### config.mk
export PLATFORM = sky130hd
export DESIGN_NAME = alu_arbiter
export DESIGN_NICKNAME = d
export VERILOG_FILES = /design/src/rtl/alu_arbiter.sv
export SDC_FILE = /design/constraint.sdc
export NUM_CORES = 1
export LEC_CHECK = 0
export CORE_MARGIN = 4
export CORE_UTILIZATION = 35
export CTS_CLUSTER_SIZE = 28
export DETAILED_ROUTE_END_ITERATION = 6
export PLACE_DENSITY_LB_ADDON = 0.12
export RECOVER_POWER = 50
export SYNTH_ARGS = -nofsm -noshare
export SYNTH_HDL_FRONTEND = slang
export SYNTH_SLANG_ARGS = --single-unit
export TNS_END_PERCENT = 100
### constraint.sdc
create_clock -name clk -period 2 [get_ports clk]
set_input_delay 0.4 -clock clk [delete_from_list [all_inputs] [get_ports clk]]
set_output_delay 0.4 -clock clk [all_outputs]
set_load 0.005 [all_outputs]
### src/rtl/alu_arbiter.sv
// Round-robin arbiter fronting one shared registered ALU for two requesters, one operation in flight.
// Optional feature macro ALU_ARBITER_ZERO_FLAG_EN adds rsp0_zero/rsp1_zero (result-is-zero, qualified by valid).
module alu_arbiter #(
  parameter int unsigned N = 32
) (
  input  logic         clk,
  input  logic         rst_n,
  input  logic         req0_valid,
  output logic         req0_ready,
  input  logic [2:0]   req0_op,
  input  logic [N-1:0] req0_a,
  input  logic [N-1:0] req0_b,
  input  logic         req0_cin,
  input  logic         req1_valid,
  output logic         req1_ready,
  input  logic [2:0]   req1_op,
  input  logic [N-1:0] req1_a,
  input  logic [N-1:0] req1_b,
  input  logic         req1_cin,
  output logic         rsp0_valid,
  input  logic         rsp0_ready,
  output logic [N-1:0] rsp0_data,
  output logic         rsp0_cout,
  output logic         rsp1_valid,
  input  logic         rsp1_ready,
  output logic [N-1:0] rsp1_data,
  output logic         rsp1_cout,
`ifdef ALU_ARBITER_ZERO_FLAG_EN
  output logic         rsp0_zero,
  output logic         rsp1_zero,
`endif
  output logic [2:0]   alu_op,
  output logic [N-1:0] alu_a,
  output logic [N-1:0] alu_b,
  output logic         alu_cin,
  input  logic [N-1:0] alu_result,
  input  logic         alu_cout
);

  localparam logic [2:0] OP_MOV = 3'b000;
  localparam logic [2:0] OP_ADD = 3'b010;
  localparam logic [2:0] OP_SUB = 3'b100;
  localparam logic [2:0] OP_SLT = 3'b111;

  typedef struct packed {
    logic [2:0]   op;
    logic [N-1:0] a;
    logic [N-1:0] b;
    logic         cin;
  } op_t;

  typedef enum logic [1:0] {IDLE, ISSUE, WAIT, RESP} state_t;

  state_t       state_q, state_d;
  op_t          lat_q;
  op_t          req0_pl, req1_pl;
  logic         grant_q, grant_c;
  logic         last_q;
  logic         accept_c, rsp_hs_c;
  logic [1:0]   rsp_valid_q;
  logic [1:0]   rsp_cout_q;
  logic [N-1:0] rsp_data_q [2];
  logic [N-1:0] res_data_c;
  logic         res_cout_c;

  assign req0_pl = '{op: req0_op, a: req0_a, b: req0_b, cin: req0_cin};
  assign req1_pl = '{op: req1_op, a: req1_a, b: req1_b, cin: req1_cin};

  // On a tie the requester not served last wins; a lone requester wins outright.
  assign grant_c  = (req0_valid && req1_valid) ? !last_q : req1_valid;
  assign accept_c = (state_q == IDLE) && (req0_valid || req1_valid);
  assign rsp_hs_c = (state_q == RESP) &&
                    ((rsp_valid_q[0] && rsp0_ready) || (rsp_valid_q[1] && rsp1_ready));

  // State register
  always_ff @(posedge clk or negedge rst_n) begin
    if (!rst_n) state_q <= IDLE;
    else        state_q <= state_d;
  end

  // Next-state logic
  always_comb begin
    state_d = state_q;
    case (state_q)
      IDLE:    if (accept_c) state_d = ISSUE;
      ISSUE:   state_d = WAIT;
      WAIT:    state_d = RESP;
      RESP:    if (rsp_hs_c) state_d = IDLE;
      default: state_d = IDLE;
    endcase
  end

  // Accept handshake; gated by rst_n so nothing is offered while reset is held
  always_comb begin
    req0_ready = 1'b0;
    req1_ready = 1'b0;
    if (rst_n && (state_q == IDLE)) begin
      req0_ready = req0_valid && !grant_c;
      req1_ready = req1_valid && grant_c;
    end
  end

  // Response shaping: mov bypasses the ALU, slt returns the compare flag as the data word
  always_comb begin
    res_data_c = alu_result;
    res_cout_c = 1'b0;
    case (lat_q.op)
      OP_MOV:         res_data_c = lat_q.a;
      OP_SLT: begin
        res_data_c = N'(alu_cout);
        res_cout_c = alu_cout;
      end
      OP_ADD, OP_SUB: res_cout_c = alu_cout;
      default:        res_cout_c = 1'b0;
    endcase
  end

  // Operand latch (drives alu_*) and per-requester response registers
  always_ff @(posedge clk or negedge rst_n) begin
    if (!rst_n) begin
      lat_q       <= '0;
      grant_q     <= 1'b0;
      last_q      <= 1'b1;
      rsp_valid_q <= '0;
      rsp_cout_q  <= '0;
      rsp_data_q  <= '{default: '0};
    end else begin
      if (accept_c) begin
        grant_q <= grant_c;
        lat_q   <= grant_c ? req1_pl : req0_pl;
      end
      if (state_q == WAIT) begin
        rsp_valid_q[grant_q] <= 1'b1;
        rsp_data_q[grant_q]  <= res_data_c;
        rsp_cout_q[grant_q]  <= res_cout_c;
      end
      if (rsp_hs_c) begin
        last_q      <= grant_q;
        rsp_valid_q <= '0;
        rsp_cout_q  <= '0;
        rsp_data_q  <= '{default: '0};
      end
    end
  end

`ifdef ALU_ARBITER_ZERO_FLAG_EN
  logic [1:0] rsp_zero_q;

  always_ff @(posedge clk or negedge rst_n) begin
    if (!rst_n) begin
      rsp_zero_q <= '0;
    end else begin
      if (state_q == WAIT) rsp_zero_q[grant_q] <= (res_data_c == '0);
      if (rsp_hs_c)        rsp_zero_q <= '0;
    end
  end

  assign rsp0_zero = rsp_zero_q[0];
  assign rsp1_zero = rsp_zero_q[1];
`endif

  assign alu_op     = lat_q.op;
  assign alu_a      = lat_q.a;
  assign alu_b      = lat_q.b;
  assign alu_cin    = lat_q.cin;
  assign rsp0_valid = rsp_valid_q[0];
  assign rsp1_valid = rsp_valid_q[1];
  assign rsp0_data  = rsp_data_q[0];
  assign rsp1_data  = rsp_data_q[1];
  assign rsp0_cout  = rsp_cout_q[0];
  assign rsp1_cout  = rsp_cout_q[1];

endmodule

; ---- After elaboration in Yosys (flattened, before gate mapping)
; Cells that the tools add are included.
[totals]
out_inout_bits = 138
ram_bits = 0
input_bits = 175
mem_count = 0
rom_bits = 0
latch_bits = 0
register_bits = 140
wordCells = 65
[op_classes]
n_lt_le_gt_ge = 4
n_reduce_logical = 19
addsub = 0
div_mod_pow = 0
multipliers = 0
n_mux = 21
bitwise = 2
n_eq_ne = 8
shifts = 0
[op_table]
columns = operator, count
row1 = $mux W64, 2
row2 = $mux W68, 1
row3 = $bwmux W64, 1
row4 = $pmux W32 S2, 1
row5 = $demux W32 S1, 1
row6 = $mux W32, 1
row7 = $mux W2, 6
row8 = $logic_and A1 B1 Y1, 10
row9 = $pmux W2 S4, 1
row10 = $eq A3 B3 Y1 const B, 2
row11 = $mux W1, 5
row12 = $eq A2 B2 Y1 const B, 2
row13 = $ne A2 B2 Y1 const B, 2
row14 = $eq A3 B2 Y1 const B, 1
row15 = $logic_not A3 Y1, 1
row16 = $reduce_or A3 Y1, 1
row17 = $bwmux W2, 1
row18 = $eq A2 B1 Y1 const B, 1
row19 = $ge A2 B2 Y1 const B, 1
row20 = $logic_not A1 Y1, 2
row21 = $logic_not A2 Y1, 1
row22 = $logic_or A1 B1 Y1, 2
row23 = $lt A1 B2 Y1 const B, 1
row24 = $lt A2 B1 Y1 const B, 1
row25 = 6 further kinds, 6

; ---- Longest topological paths before layout
[logic_depth]
depth_word = 8
depth_mapped = 8
depth_no_buf = 5

; ---- Worst setup path before layout
; No wires, ideal clock.
[synth_path]
path_type = in2out
start = input port req1_valid
end = output port req1_ready
path_slack_ns = 0.476
path_buffers = 2
required_ns = 1.600
cell_stages = 4
arrival_ns = 1.124
path_cell_list = a21boi_1 buf_2 buf_2 and3_1
[synth_via]
elab_chain_cells = 4
[synth_lines]
columns = item, line_no
row1 = start: declaration, 14  ; input logic req1_valid,
row2 = $logic_and A1 B1 Y1, 70  ; assign grant_c = (req0_valid && req1_valid) ? !last_q : req1_valid;
row3 = $mux W1, 70
row4 = $logic_and A1 B1 Y1 *, 99  ; req1_ready = req1_valid && grant_c;
row5 = $mux W1 *, 97  ; if (rst_n && (state_q == IDLE)) begin
row6 = end: declaration, 15  ; output logic req1_ready,
; Every way passes the cells marked *; elsewhere a longest branch is shown, timed or not.

; ---- Worst setup path after layout
[layout_path]
start = register lat_q (netlist bit alu_op[1])
end = output port alu_op[1]
[layout_lines]
columns = item, line_no
row1 = start: declaration, 55  ; op_t lat_q;
row2 = start signal: assignment, 130  ; lat_q <= grant_c ? req1_pl : req0_pl;
row3 = end: declaration, 32  ; output logic [2:0] alu_op,
; No word-level cell between the ends.

==> impl_metrics.toml <==
[synthesis]
synth_area_in_adders_pct = 0.7254
post-synth-top-area-cell = "sky130_fd_sc_hd__dfrtp_1"
synth_area_in_simple_gates_pct = 12.13
syn_nets = 858
postSynthCellCount = 679
synth_compound_area_share_pct = 20.62
seq_area_frac_synth_pct = 50.80
synth.ff_latch_count = 140
synth_xor_area_share_pct = 0.1269
synth_area_per_cell_sq_um = 10.16
ys_warn_count = 0
post_synth_instance_area_sq_um = 6899
yosys.cell_types.count = 39
synth.top_cell.area_share_pct = 50.42
main_combinational_cell_family_by_area_after_synthesis = "compound AO/OA/AOI/OAI gates"
post_synth_main_area_contributors = "sky130_fd_sc_hd__dfrtp_1, sky130_fd_sc_hd__mux2i_1, sky130_fd_sc_hd__nand2_1, sky130_fd_sc_hd__o22ai_1, sky130_fd_sc_hd__o21ai_0"
synth_mux_area_share_pct = 10.63

[floorplan]
rows = 51
die_area_sq_um = 22020
ios = 313
die_width_um = 148.4
start_util_pct = 35.57
core-area_sq_um = 19400
vertical_extent_of_the_die_um = 148.4

[flow_run]
timing.max_cap.violations = 0

[clock_network]
cts_root_buf = "sky130_fd_sc_hd__clkbuf_16"
tritoncts_num_sinks = 140
ctsHoldBuffers = 0
cts.path.max_buffers = 2
post_cts_buffers = 0
clkSlewWorstSetupHoldPaths_ps = 60
cts_made_buffers = 17
cts-htree-levels = 4
cts_tree = "built"
clock_latency_ps = 420

[global_route]
grt_start_max_net_pins = 141
grt_use_total_pct = 21.07
via_count_of_the_first_global_routing_pass = 6210
antenna_found_initial = 0
grt_overflow_total = 0
global_route_wire_length_before_repair_um = 35740

[place]
placed_cells = 1216
post_dp_cell_area_sq_um = 10400
place.gp.congestion = 0.8115
place.port_buffers = 312
place_worst_setup_slack_ps = -261.0
place_hpwl_um = 17420

[route]
drt-total-wl_um = 23570
drc_errors_left = 0
routed_wire_length_per_instance_um = 18.87
vias = 6256
drt_first_iter_violations = 341
drt_first_pass_iters = 4
viasPerCell = 5.009
ant_nets = 0

[pwr]
power_per_cell_area_nw_per_um2 = 1491
cellLeakagePower_nw = 4.723
peakVddDrop_mv = 0.7308

[sta]
final_max_slew_viol_count = 0
tightest_slew_ps = 1307
layout_setup_ws_ps = 49.24
maxSlewHeadroom_pct = 12.87
period_needed_ps = 1951
finalHoldWorstSlack_ps = 472.4
max_clock_freq_mhz = 512.6
clock-skew-final_ps = 12.58
grt_setup_unrepaired = "no"
post-route-period-util_pct = 97.54
timing.final.hold_violations = 0
report.final.setup_viol = 0

[worst_setup_path]
setup.worst_path.start_class = "flop"
critPathArrivalTime_ps = 1550
critPathKind = "reg -> out"
critical_path_peak_fanout = 18
critPathRequiredTime_ps = 1600
critPathCaptureType = "primary output"

[finish]
final_nets = 1151
post_layout_nonfiller_instances = 1249
syn2layout_area_growth_pct = 60.68
finalCoreUtilization_pct = 57.15
final_layout_size_suffix_gt1_share_pct = 9.146
final_design_area_no_fill_sq_um = 11090
antenna_cells = 0

[status]
run_status = "finished clean"

[hold_path]
min-delay-path-class = "reg -> reg"
[timing repair]
action | CTS | global route
gates resized for setup | 6 | 4
endpoints found under the setup margin | 4 | 5
gates cloned | 1 | 1
[flip-flops by register name, indices dropped and copies added (netlist names)]
name         flops
grant_q          1
alu_a           32
rsp_cout_q       2
last_q           1
alu_op           3
rsp1_data       32
alu_b           32
state_q          2
alu_cin          1
rsp_valid_q      2
rsp0_data       32
[worst paths after layout]
path,from,endpoint,slack [ps],cells after the start
max,alu_op[1],alu_op[1],50,2
min,alu_cin,alu_cin,470,2
max reg2reg,state_q[1],rsp0_data[5],180,5
min reg2reg,alu_cin,alu_cin,470,2
max in group asynchronous,rst_n,alu_op[0],510,2
min in group asynchronous,rst_n,alu_b[22],530,2
[synth_stat cells, drive strengths merged]
library cell	count
a32oi	1
and2	1
inv	5
a31oi	1
nor2	12
dfrtp	139
nand2b	1
and3	1
a22oi	2
dfstp	1
and4	1
mux2	2
clkbuf	36
a22o	1
xnor2	1
a311oi	4
ha	4
buf	31
or4	31
a21boi	32
nand2	132
and2b	1
nand3	3
o22ai	62
mux2i	71
o221ai	31
o21a	1
o21ai	71
[stage by stage]
stage | TNS, ps | power [W]
3_5_place_dp | -11850 | 0.01313
2_1_floorplan | 0 | 0.008768
3_3_place_gp | -9463 | 0.01301
4_1_cts | 0 | 0.01674
6_report | 0 | 0.01653
5_1_grt | 0 | 0.01767
[placed cells by master, fill, tap and decap left out, types with 5 or more instances in the layout]
| cell | Yosys | final |
|---|---|---|
| sky130_fd_sc_hd__o221ai_2 | 13 | 13 |
| sky130_fd_sc_hd__a21boi_1 | 7 | 6 |
| sky130_fd_sc_hd__nor2_1 | 11 | 11 |
| sky130_fd_sc_hd__nand2_1 | 132 | 132 |
| sky130_fd_sc_hd__o22ai_1 | 62 | 62 |
| sky130_fd_sc_hd__clkdlybuf4s50_1 | 0 | 281 |
| sky130_fd_sc_hd__buf_4 | 7 | 14 |
| sky130_fd_sc_hd__a21boi_0 | 25 | 25 |
| sky130_fd_sc_hd__clkbuf_16 | 0 | 18 |
| sky130_fd_sc_hd__o21ai_1 | 25 | 21 |
| sky130_fd_sc_hd__bufinv_16 | 0 | 5 |
| sky130_fd_sc_hd__buf_12 | 0 | 9 |
| sky130_fd_sc_hd__dfrtp_1 | 139 | 135 |
| sky130_fd_sc_hd__or4_1 | 28 | 28 |
| sky130_fd_sc_hd__o221ai_1 | 18 | 18 |
| sky130_fd_sc_hd__mux2i_1 | 71 | 71 |
| sky130_fd_sc_hd__dlygate4sd3_1 | 0 | 27 |
| sky130_fd_sc_hd__o21ai_0 | 46 | 47 |
[metal layers]
metal	wire length [um]	GRT usage, %	up-vias
li1	-	-	3076
met1	10070	27.37	2946
met2	11210	33.71	203
met3	1747	6.490	31
met4	541	7.021	0
met5	0	0	-
[power breakdown]
part,internal (W),switching (W)
Clock,0.00224,0.00122
Combinational,0.00426,0.00383
Sequential,0.00409,0.000892
[final cells by class]
cell class | instances | area [sq um]
sequential | 140 | 3512
fill | 1716 | 8313
clock inverter | 11 | 191.4
multi-input combinational | 467 | 3094
timing repair buffer | 341 | 3491
clock buffer | 20 | 446.7
tap | 265 | 331.6
inverter | 5 | 18.77
[critical path: stages (launching register included)]
cell and delay [ps]:
sky130_fd_sc_hd__dfrtp_2 440, sky130_fd_sc_hd__buf_12 170, sky130_fd_sc_hd__clkdlybuf4s50_1 510
[kinds of logic (layout without fill, tap and decap cells)]
logic type      after synthesis  after routing
mux                          73             73
buf+inv                      72            377
fa+ha+maj                     4              4
flops                       140            140
compound gates              206            206
simple gates                183            183
xor+xnor                      1              1
No activity file was read; power rests on OpenSTA's default activity.
